===== config.mk =====
export PLATFORM = sky130hd
export DESIGN_NAME = regfile_wb_queue_flat
export DESIGN_NICKNAME = d
export VERILOG_FILES = /design/src/rtl/regfile_wb_queue_if.sv /design/src/rtl/regfile_wb_queue.sv /design/src/flat_wrapper.sv
export SDC_FILE = /design/constraint.sdc
export NUM_CORES = 1
export LEC_CHECK = 0
export CORE_MARGIN = 3
export CORE_UTILIZATION = 55
export DETAILED_ROUTE_END_ITERATION = 7
export PLACE_DENSITY_LB_ADDON = 0.12
export SYNTH_ARGS = -nofsm -noshare
export SYNTH_HDL_FRONTEND = slang
export SYNTH_SLANG_ARGS = --single-unit

===== constraint.sdc =====
create_clock -name Clk -period 10.2 [get_ports Clk]
set_input_delay 1.02 -clock Clk [delete_from_list [all_inputs] [get_ports Clk]]
set_output_delay 1.02 -clock Clk [all_outputs]
set_load 0.01 [all_outputs]

===== src/rtl/regfile_wb_queue_if.sv =====
// rtl/regfile_wb_queue_if.sv - producer, decode and register-file write bundle for regfile_wb_queue
// Fwd* signals exist only when WBQ_BYPASS_EN is defined.
interface regfile_wb_queue_if #(
  parameter int PTRW = 2
);
  logic            MemValid;
  logic [4:0]      MemReg;
  logic [31:0]     MemData;
  logic            MemReady;
  logic            AluValid;
  logic [4:0]      AluReg;
  logic [31:0]     AluData;
  logic            AluReady;
  logic [4:0]      ReadRegister1;
  logic [4:0]      ReadRegister2;
  logic            Pend1;
  logic            Pend2;
  logic            RegWrite;
  logic [4:0]      WriteRegister;
  logic [31:0]     WriteData;
  logic [PTRW:0]   Count;
`ifdef WBQ_BYPASS_EN
  logic            Fwd1Valid;
  logic [31:0]     Fwd1Data;
  logic            Fwd2Valid;
  logic [31:0]     Fwd2Data;
`endif

  modport master (
    output MemValid, MemReg, MemData,
    input  MemReady,
    output AluValid, AluReg, AluData,
    input  AluReady,
    output ReadRegister1, ReadRegister2,
    input  Pend1, Pend2,
    input  RegWrite, WriteRegister, WriteData, Count
`ifdef WBQ_BYPASS_EN
    , input Fwd1Valid, Fwd1Data, Fwd2Valid, Fwd2Data
`endif
  );

  modport slave (
    input  MemValid, MemReg, MemData,
    output MemReady,
    input  AluValid, AluReg, AluData,
    output AluReady,
    input  ReadRegister1, ReadRegister2,
    output Pend1, Pend2,
    output RegWrite, WriteRegister, WriteData, Count
`ifdef WBQ_BYPASS_EN
    , output Fwd1Valid, Fwd1Data, Fwd2Valid, Fwd2Data
`endif
  );
endinterface


===== src/rtl/regfile_wb_queue.sv =====
// rtl/regfile_wb_queue.sv - in-order write-back FIFO feeding the 32x32 register file write port
// Optional forwarding outputs are enabled by defining WBQ_BYPASS_EN.
module regfile_wb_queue #(
  parameter int DEPTH = 4,
  parameter int PTRW  = 2
) (
  input logic              Clk,
  input logic              Reset,
  regfile_wb_queue_if.slave bus
);

  localparam logic [PTRW:0] DEPTH_C = (PTRW+1)'(DEPTH);

  logic [4:0]       ent_reg  [DEPTH];
  logic [31:0]      ent_data [DEPTH];
  logic [DEPTH-1:0] ent_vld;
  logic [PTRW-1:0]  head;
  logic [PTRW-1:0]  tail;
  logic [PTRW-1:0]  alu_slot;
  logic [PTRW:0]    count;
  logic [PTRW:0]    count_after_mem;
  logic             mem_push;
  logic             alu_push;
  logic             pop;

  // Readiness looks only at the current occupancy; a same-edge pop earns no credit.
  assign bus.MemReady    = count < DEPTH_C;
  assign mem_push        = bus.MemValid && bus.MemReady && (bus.MemReg != 5'd0);
  assign count_after_mem = count + (PTRW+1)'(mem_push);
  assign bus.AluReady    = count_after_mem < DEPTH_C;
  assign alu_push        = bus.AluValid && bus.AluReady && (bus.AluReg != 5'd0);
  assign alu_slot        = tail + PTRW'(mem_push);
  assign pop             = count != '0;
  assign bus.Count       = count;

  always_ff @(posedge Clk) begin
    if (Reset) begin
      head              <= '0;
      tail              <= '0;
      count             <= '0;
      ent_vld           <= '0;
      bus.RegWrite      <= 1'b0;
      bus.WriteRegister <= 5'd0;
      bus.WriteData     <= 32'd0;
    end else begin
      if (pop) begin
        ent_vld[head]     <= 1'b0;
        head              <= head + PTRW'(1);
        bus.RegWrite      <= 1'b1;
        bus.WriteRegister <= ent_reg[head];
        bus.WriteData     <= ent_data[head];
      end else begin
        bus.RegWrite      <= 1'b0;
      end
      // Memory result is older than a same-cycle ALU result, so it takes the lower slot.
      if (mem_push) begin
        ent_vld[tail]  <= 1'b1;
        ent_reg[tail]  <= bus.MemReg;
        ent_data[tail] <= bus.MemData;
      end
      if (alu_push) begin
        ent_vld[alu_slot]  <= 1'b1;
        ent_reg[alu_slot]  <= bus.AluReg;
        ent_data[alu_slot] <= bus.AluData;
      end
      tail  <= tail + PTRW'(mem_push) + PTRW'(alu_push);
      count <= count + (PTRW+1)'(mem_push) + (PTRW+1)'(alu_push) - (PTRW+1)'(pop);
    end
  end

  logic [PTRW-1:0] idx;
  logic            pend1;
  logic            pend2;
`ifdef WBQ_BYPASS_EN
  logic [31:0]     fwd1_data;
  logic [31:0]     fwd2_data;
`endif

  // Walk oldest to youngest (output stage, then head..tail) so the last hit is the youngest write.
  always_comb begin
    idx   = head;
    pend1 = 1'b0;
    pend2 = 1'b0;
`ifdef WBQ_BYPASS_EN
    fwd1_data = 32'd0;
    fwd2_data = 32'd0;
`endif
    if (bus.RegWrite && (bus.WriteRegister == bus.ReadRegister1)) begin
      pend1 = 1'b1;
`ifdef WBQ_BYPASS_EN
      fwd1_data = bus.WriteData;
`endif
    end
    if (bus.RegWrite && (bus.WriteRegister == bus.ReadRegister2)) begin
      pend2 = 1'b1;
`ifdef WBQ_BYPASS_EN
      fwd2_data = bus.WriteData;
`endif
    end
    for (int i = 0; i < DEPTH; i++) begin
      idx = head + PTRW'(i);
      if (ent_vld[idx] && (ent_reg[idx] == bus.ReadRegister1)) begin
        pend1 = 1'b1;
`ifdef WBQ_BYPASS_EN
        fwd1_data = ent_data[idx];
`endif
      end
      if (ent_vld[idx] && (ent_reg[idx] == bus.ReadRegister2)) begin
        pend2 = 1'b1;
`ifdef WBQ_BYPASS_EN
        fwd2_data = ent_data[idx];
`endif
      end
    end
    if (bus.ReadRegister1 == 5'd0) pend1 = 1'b0;
    if (bus.ReadRegister2 == 5'd0) pend2 = 1'b0;
  end

  assign bus.Pend1 = pend1;
  assign bus.Pend2 = pend2;
`ifdef WBQ_BYPASS_EN
  assign bus.Fwd1Valid = pend1;
  assign bus.Fwd1Data  = fwd1_data;
  assign bus.Fwd2Valid = pend2;
  assign bus.Fwd2Data  = fwd2_data;
`endif

endmodule

===== src/flat_wrapper.sv =====
// flat-port wrapper written by rule: the top's interface ports become plain ports
module regfile_wb_queue_flat 
#(
  parameter int DEPTH = 4,
  parameter int PTRW  = 2
)
  (Clk, Reset, bus_MemValid, bus_MemReg, bus_MemData, bus_MemReady, bus_AluValid, bus_AluReg, bus_AluData, bus_AluReady, bus_ReadRegister1, bus_ReadRegister2, bus_Pend1, bus_Pend2, bus_RegWrite, bus_WriteRegister, bus_WriteData, bus_Count);
  regfile_wb_queue_if #(.PTRW(PTRW)) bus_i ();
  input logic Clk;
  input logic Reset;
  input wire logic [$bits(bus_i.MemValid)-1:0] bus_MemValid;
  input wire logic [$bits(bus_i.MemReg)-1:0] bus_MemReg;
  input wire logic [$bits(bus_i.MemData)-1:0] bus_MemData;
  output wire logic [$bits(bus_i.MemReady)-1:0] bus_MemReady;
  input wire logic [$bits(bus_i.AluValid)-1:0] bus_AluValid;
  input wire logic [$bits(bus_i.AluReg)-1:0] bus_AluReg;
  input wire logic [$bits(bus_i.AluData)-1:0] bus_AluData;
  output wire logic [$bits(bus_i.AluReady)-1:0] bus_AluReady;
  input wire logic [$bits(bus_i.ReadRegister1)-1:0] bus_ReadRegister1;
  input wire logic [$bits(bus_i.ReadRegister2)-1:0] bus_ReadRegister2;
  output wire logic [$bits(bus_i.Pend1)-1:0] bus_Pend1;
  output wire logic [$bits(bus_i.Pend2)-1:0] bus_Pend2;
  output wire logic [$bits(bus_i.RegWrite)-1:0] bus_RegWrite;
  output wire logic [$bits(bus_i.WriteRegister)-1:0] bus_WriteRegister;
  output wire logic [$bits(bus_i.WriteData)-1:0] bus_WriteData;
  output wire logic [$bits(bus_i.Count)-1:0] bus_Count;
  assign bus_i.MemValid = bus_MemValid;
  assign bus_i.MemReg = bus_MemReg;
  assign bus_i.MemData = bus_MemData;
  assign bus_MemReady = bus_i.MemReady;
  assign bus_i.AluValid = bus_AluValid;
  assign bus_i.AluReg = bus_AluReg;
  assign bus_i.AluData = bus_AluData;
  assign bus_AluReady = bus_i.AluReady;
  assign bus_i.ReadRegister1 = bus_ReadRegister1;
  assign bus_i.ReadRegister2 = bus_ReadRegister2;
  assign bus_Pend1 = bus_i.Pend1;
  assign bus_Pend2 = bus_i.Pend2;
  assign bus_RegWrite = bus_i.RegWrite;
  assign bus_WriteRegister = bus_i.WriteRegister;
  assign bus_WriteData = bus_i.WriteData;
  assign bus_Count = bus_i.Count;
  regfile_wb_queue #(.DEPTH(DEPTH), .PTRW(PTRW)) u_core (.Clk(Clk), .Reset(Reset), .bus(bus_i));
endmodule

After elaboration in Yosys (flattened, before gate mapping)
Memory sizes are Yosys's and may differ from the RTL's. A register that Yosys moved wholly into a read port is not among the register bits.
Index checks and enable logic that the tools add are counted.
{ "classes": {"add_sub_neg": 8, "n_mul": 0, "div_mod_pow": 0, "n_lt_le_gt_ge": 11, "n_eq_ne": 10, "n_shift": 0, "n_mux": 40, "n_bitwise": 4, "n_reduce_logical": 22} }
{ "ops": {"columns": ["op", "n"], "rows": [
  ["equality test 5 bit", 10],
  ["2-to-1 mux 1 bit", 26],
  ["2-to-1 mux 4 bit", 5],
  ["< comparator 2 x 3 -> 1 bit, second input constant", 6],
  ["logical AND 1 bit", 17],
  ["logical NOT 5 bit", 2],
  ["nonzero test 5 bit", 2],
  ["binary-select mux 1 bit (select 2 bit)", 4],
  ["bitwise OR 4 bit", 2],
  ["adder 3 x 1 -> 3 bit", 2],
  ["demux 1 bit (select 2 bit)", 3],
  [">= comparator 2 x 1 -> 1 bit, second input constant", 3],
  ["< comparator 3 bit, second input constant", 2],
  ["adder 2 x 1 -> 2 bit", 2],
  ["adder 2 bit, second input constant", 2],
  ["AND 4 bit", 1],
  ["2-to-1 mux 2 bit", 2],
  ["NOT 4 bit", 1],
  ["nonzero test 3 bit", 1],
  ["subtractor 3 x 1 -> 3 bit", 1],
  ["adder 2 x 1 -> 2 bit, second input constant", 1]
]} }
{ "word_totals": {"regBits": 17, "latchBits": 0, "ram_bits": 148, "rom_bits": 0, "in_bits": 88, "out_inout_bits": 45, "elab_cells": 103, "memories": 2} }
{ "memory_table": {"columns": ["name", "depth", "word_bits", "read_ports", "rd_ports_with_merged_regs", "wr", "line_no", "text"], "rows": [
  ["u_core.ent_data", 4, 32, 1, 1, 2, "regfile_wb_queue.sv:15", "logic [31:0] ent_data [DEPTH];"],
  ["u_core.ent_reg", 4, 5, 4, 1, 2, "regfile_wb_queue.sv:14", "logic [4:0] ent_reg [DEPTH];"]
]} }

Depth between registers and ports, before layout
{ "depth": {"depth_word": 13, "depth_mapped": 13, "ltp_nobuf": 13} }

Least setup slack after synthesis
OpenSTA, ideal clock, no wires.
{ "synth_timing": {"path_type": "input-to-reg", "from": "input port bus_MemReg[0]", "to": "memory u_core.ent_data[3][0], enable pin", "setup_ns": 0.485, "arrival_time_ns": 4.411, "t_required_ns": 9.715, "setup_slack_ns": 5.304, "path_stages": 11, "n_path_buf": 1, "path_cell_list": "or4_1 > o211ai_1 > inv_1 > ha_1 > ha_1 > xnor2_2 > o211ai_2 > nor3b_1 > nand2_1 > buf_4 > o21ai_0"} }
{ "synth_rtl": {"columns": ["element", "line_no", "text"], "rows": [
  ["start: declaration", "flat_wrapper.sv:12", "input wire logic [$bits(bus_i.MemReg)-1:0] bus_MemReg;"],
  ["end: declaration", "regfile_wb_queue.sv:15", null]
]} }

Final worst setup path
{ "layout_timing": {"from": "register u_core.head[0]", "to": "output port bus_Pend2"} }
{ "layout_between": {"elab_cells_between_ends": 24, "cone_classes": "add/sub (3); eq/ne (3); mux (13); reduce/logical (4); memory (1)"} }
{ "layout_rtl": {"columns": ["element", "line_no", "text"], "rows": [
  ["start: declaration", "regfile_wb_queue.sv:17", "logic [PTRW-1:0] head;"],
  ["start signal: assignment", "regfile_wb_queue.sv:48", "head <= head + PTRW'(1);"],
  ["adder 2 bit (*)", "regfile_wb_queue.sv:101", "idx = head + PTRW'(i);"],
  ["named net u_core.idx[0]", "regfile_wb_queue.sv:71", "logic [PTRW-1:0] idx;"],
  ["memory (4 x 5 bit) / binary-select mux 1 bit (select 2 bit) (equally long branches)", null, null],
  ["equality test 5 bit / 2-to-1 mux 1 bit (equally long branches)", "regfile_wb_queue.sv:108", "if (ent_vld[idx] && (ent_reg[idx] == bus.ReadRegister2)) begin"],
  ["logical AND 1 bit (*)", "regfile_wb_queue.sv:108", null],
  ["2-to-1 mux 1 bit (*)", "regfile_wb_queue.sv:108", null],
  ["2-to-1 mux 1 bit (*)", "regfile_wb_queue.sv:116", "if (bus.ReadRegister2 == 5'd0) pend2 = 1'b0;"],
  ["end: declaration", "flat_wrapper.sv:22", "output wire logic [$bits(bus_i.Pend2)-1:0] bus_Pend2;"]
]} }
The timed path passes the listed nets; every way through them passes the cells marked *. The select of a mux whose other input is x is not followed.

==> results.md <==
* completed — result of the run
* 6722 — via count of the first global-routing pass
* 19.9% — synth-to-layout area growth
* 17 — number of buffers inserted during clock tree synthesis
* 143 um — Chip Height
* 4530 ps — data arrival at the endpoint of the critical path
* 55 — largest net degree at the start of global routing
* 37100 um — global-route wire length before repair
* 38 — Unique masters post-synth
* 0.920 — RD Place Congestion
* sky130_fd_sc_hd__edfxtp_1 — cell type with the highest aggregate area in the netlist
* 917 — final net count
* 199 — clock tree sinks
* 0 — grt total ovfl
* 6432 — total number of vias
* 199 — #FFs+latches synth
* sky130_fd_sc_hd__clkbuf_16 — CTS root buffer
* 0.248 — slew margin rel.
* 54 — Max Fanout on Critical Path
* 0 ps — setup TNS after final layout
* 0.238 — overall track demand over capacity in global routing
* 132 — Port-buffer cells
* 23600 um — total detailed-routing wirelength
* 0 — Syn. warnings
* 0 — reported max-cap violation count
* 1120 ps — Slew @ Worst Pin
* 18100 um2 — Core Region
* 0 — Final Hold Violating Endpoints
* 180 MHz — maximum achievable frequency
* 712 — synthesized netlist cell count
* 10300 um2 — post-synthesis instance area
* 436 — initial detailed-routing violation count
* 811 — Syn Nets
* 259 nW/um2 — Power Dens Cells
* 0 — final number of setup-violating endpoints
* reg2out — critical path type
* sky130_fd_sc_hd__edfxtp_1 — Post-synth top flop
* 0 — remaining routing DRC violations
* 430 ps — clock latency reported for the late side of the worst-skew pair
* 0.206 mV — largest voltage drop on the vdd net
* 20300 um2 — Die Footprint
* 0 — post-CTS repair timing setup buffer count
* 0 — Antenna Cells
* 143 um — die span in x
* 9180 ps — required arrival time at the worst endpoint
* 0.544 — Period Utilization, post-route
* 0 — # hold bufs at CTS
* output port — endpoint kind of the worst setup timing path
* 0.433 — share of Yosys cell area claimed by the top area cell type
* 14800 um — placed wire-length estimate after detailed placement
* 0.678 — share of the core filled with cells in the final layout
* flop — Worst Setup Start Kind
* 128 — max reg flops
* 0 — cells resized by post-CTS repair
* 0 — antenna violations before repair
* yes — clock tree from TritonCTS
* 15.5 ps — final setup skew
* 5550 ps — Final min period
* 4 — count of H-tree levels built during CTS
* 1277 — number of filler cells placed in the layout
* 22.3 um — routed wire length per instance
* 4.21 nW — Leak Pwr
* 133 — Top Ports
* sky130_fd_sc_hd__edfxtp_1 (43%), sky130_fd_sc_hd__mux2_2 (14%), sky130_fd_sc_hd__mux4_2 (12%) — ranking of synthesized cells by area
* 0.313 — fraction of final layout cells with drive strength greater than 1
* 0 — fraction of registers with async set/reset
* false — RSZ-0062 raised after global routing
* reg2reg — kind of path behind the tightest hold check
* 148 — number of synthesized flops with an enable pin
* 0 — max-slew violation count
* 0.565 — starting utilization of the core area
* 49 — Cell Rows
* 6.07 — vias per cell
* 0.533 — sequential cell area fraction in the yosys report
* 14.4 um2 — syn_area_per_cell
* 5 — count of TritonRoute iterations in the first routing pass
* 70 ps — clock transition at the registers of the reported paths
* 2 — Longest Clk Path Bufs
* 0 — residual antenna-violating net count after detailed routing
path summary, 6_finish.rpt:
path                                                from                        to  slack (ps)  cells after the start
worst min-delay path            u_core.bus.WriteData[18]  u_core.bus.WriteData[18]         450                      2
worst max-delay path                      u_core.head[0]                 bus_Pend2        4650                      9
worst min register to register  u_core.bus.WriteData[18]  u_core.bus.WriteData[18]         450                      2
worst max register to register       u_core.bus.Count[2]    u_core.ent_data[3][19]        6090                     11
cell usage in the layout, fill, tap and decap left out, types with 7 or more instances in the layout:
master,count
sky130_fd_sc_hd__a21oi_1,41
sky130_fd_sc_hd__clkbuf_16,19
sky130_fd_sc_hd__clkdlybuf4s50_1,131
sky130_fd_sc_hd__dfxtp_1,49
sky130_fd_sc_hd__edfxtp_1,148
sky130_fd_sc_hd__ha_1,10
sky130_fd_sc_hd__inv_1,11
sky130_fd_sc_hd__mux2_2,129
sky130_fd_sc_hd__mux2_4,20
sky130_fd_sc_hd__mux4_2,54
sky130_fd_sc_hd__nand2_1,82
sky130_fd_sc_hd__nor2_1,8
sky130_fd_sc_hd__nor3_1,7
sky130_fd_sc_hd__xnor2_1,23
sky130_fd_sc_hd__xor2_1,32
cell type report:
class / count / area, um2 / share of cell area
Clock buffer: 22 / 517 / 0.0420
Tap cell: 229 / 287 / 0.0233
Sequential cell: 199 / 5470 / 0.445
Timing Repair Buffer: 138 / 1360 / 0.111
Clock inverter: 10 / 97.6 / 0.00793
Inverter: 12 / 45.0 / 0.00366
Multi-Input combinational cell: 450 / 4520 / 0.368
Yosys cell counts, types with 2 or more instances:
master / number
sky130_fd_sc_hd__edfxtp_1: 148
sky130_fd_sc_hd__mux2_2: 129
sky130_fd_sc_hd__nand2_1: 85
sky130_fd_sc_hd__mux4_2: 54
sky130_fd_sc_hd__dfxtp_1: 51
sky130_fd_sc_hd__a21oi_1: 41
sky130_fd_sc_hd__xor2_1: 32
sky130_fd_sc_hd__clkbuf_1: 26
sky130_fd_sc_hd__xnor2_1: 23
sky130_fd_sc_hd__mux2_4: 20
sky130_fd_sc_hd__inv_1: 11
sky130_fd_sc_hd__buf_2: 10
sky130_fd_sc_hd__buf_4: 10
sky130_fd_sc_hd__ha_1: 10
sky130_fd_sc_hd__nor2_1: 8
sky130_fd_sc_hd__nor3_1: 8
sky130_fd_sc_hd__nor4_1: 7
sky130_fd_sc_hd__a31o_2: 4
sky130_fd_sc_hd__buf_6: 4
sky130_fd_sc_hd__nand4_1: 4
sky130_fd_sc_hd__or4_1: 4
sky130_fd_sc_hd__and3_1: 3
sky130_fd_sc_hd__nor2b_1: 3
sky130_fd_sc_hd__a31oi_1: 2
sky130_fd_sc_hd__o21ai_0: 2
worst max-delay path, cell delays in order, from the launching register on:
cell and delay [ps]:
sky130_fd_sc_hd__dfxtp_4 1050, sky130_fd_sc_hd__inv_1 240, sky130_fd_sc_hd__ha_1 800, sky130_fd_sc_hd__mux4_2 640
sky130_fd_sc_hd__xor2_1 180, sky130_fd_sc_hd__nor4_1 260, sky130_fd_sc_hd__and3_1 180, sky130_fd_sc_hd__nor3_1 60
sky130_fd_sc_hd__a21oi_1 130, sky130_fd_sc_hd__clkdlybuf4s50_1 550
kinds of logic after synthesis:
group / share of synthesized area
mux: 0.290
flops: 0.533
simple gates: 0.0538
buf+inv: 0.0308
xor+xnor: 0.0485
compound gates: 0.0299
fa+ha+maj: 0.0141
report_power, final:
part	internal, mW	switching [mW]	leakage [nW]
combinational	0.639	0.627	2.13
clock	0.371	0.312	0.305
sequential	1.09	0.147	1.77
total	2.10	1.09	4.21
metrics by stage:
stage                     instance area (um2)  instances  hold WS (ps)  power, mW  setup WS, ps
after floorplan                         10300        712           476       2.08          5300
after global placement                  11700       1028           438       2.49          4550
after detailed placement                11700       1028           442       2.53          4470
after CTS                               12300       1060           452       3.21          4580
after global routing                    12300       1060           468       3.35          4370
final                                   12300       1060           449       3.19          4650
layer usage:
layer,part of all wire,vias to the layer above,GRT usage
met5,0,-,0
met4,0.014,0,0.0670
met3,0.043,35,0.0282
met2,0.51,228,0.415
met1,0.43,3266,0.317
li1,-,2903,-
(Power assumes the default switching activity.)
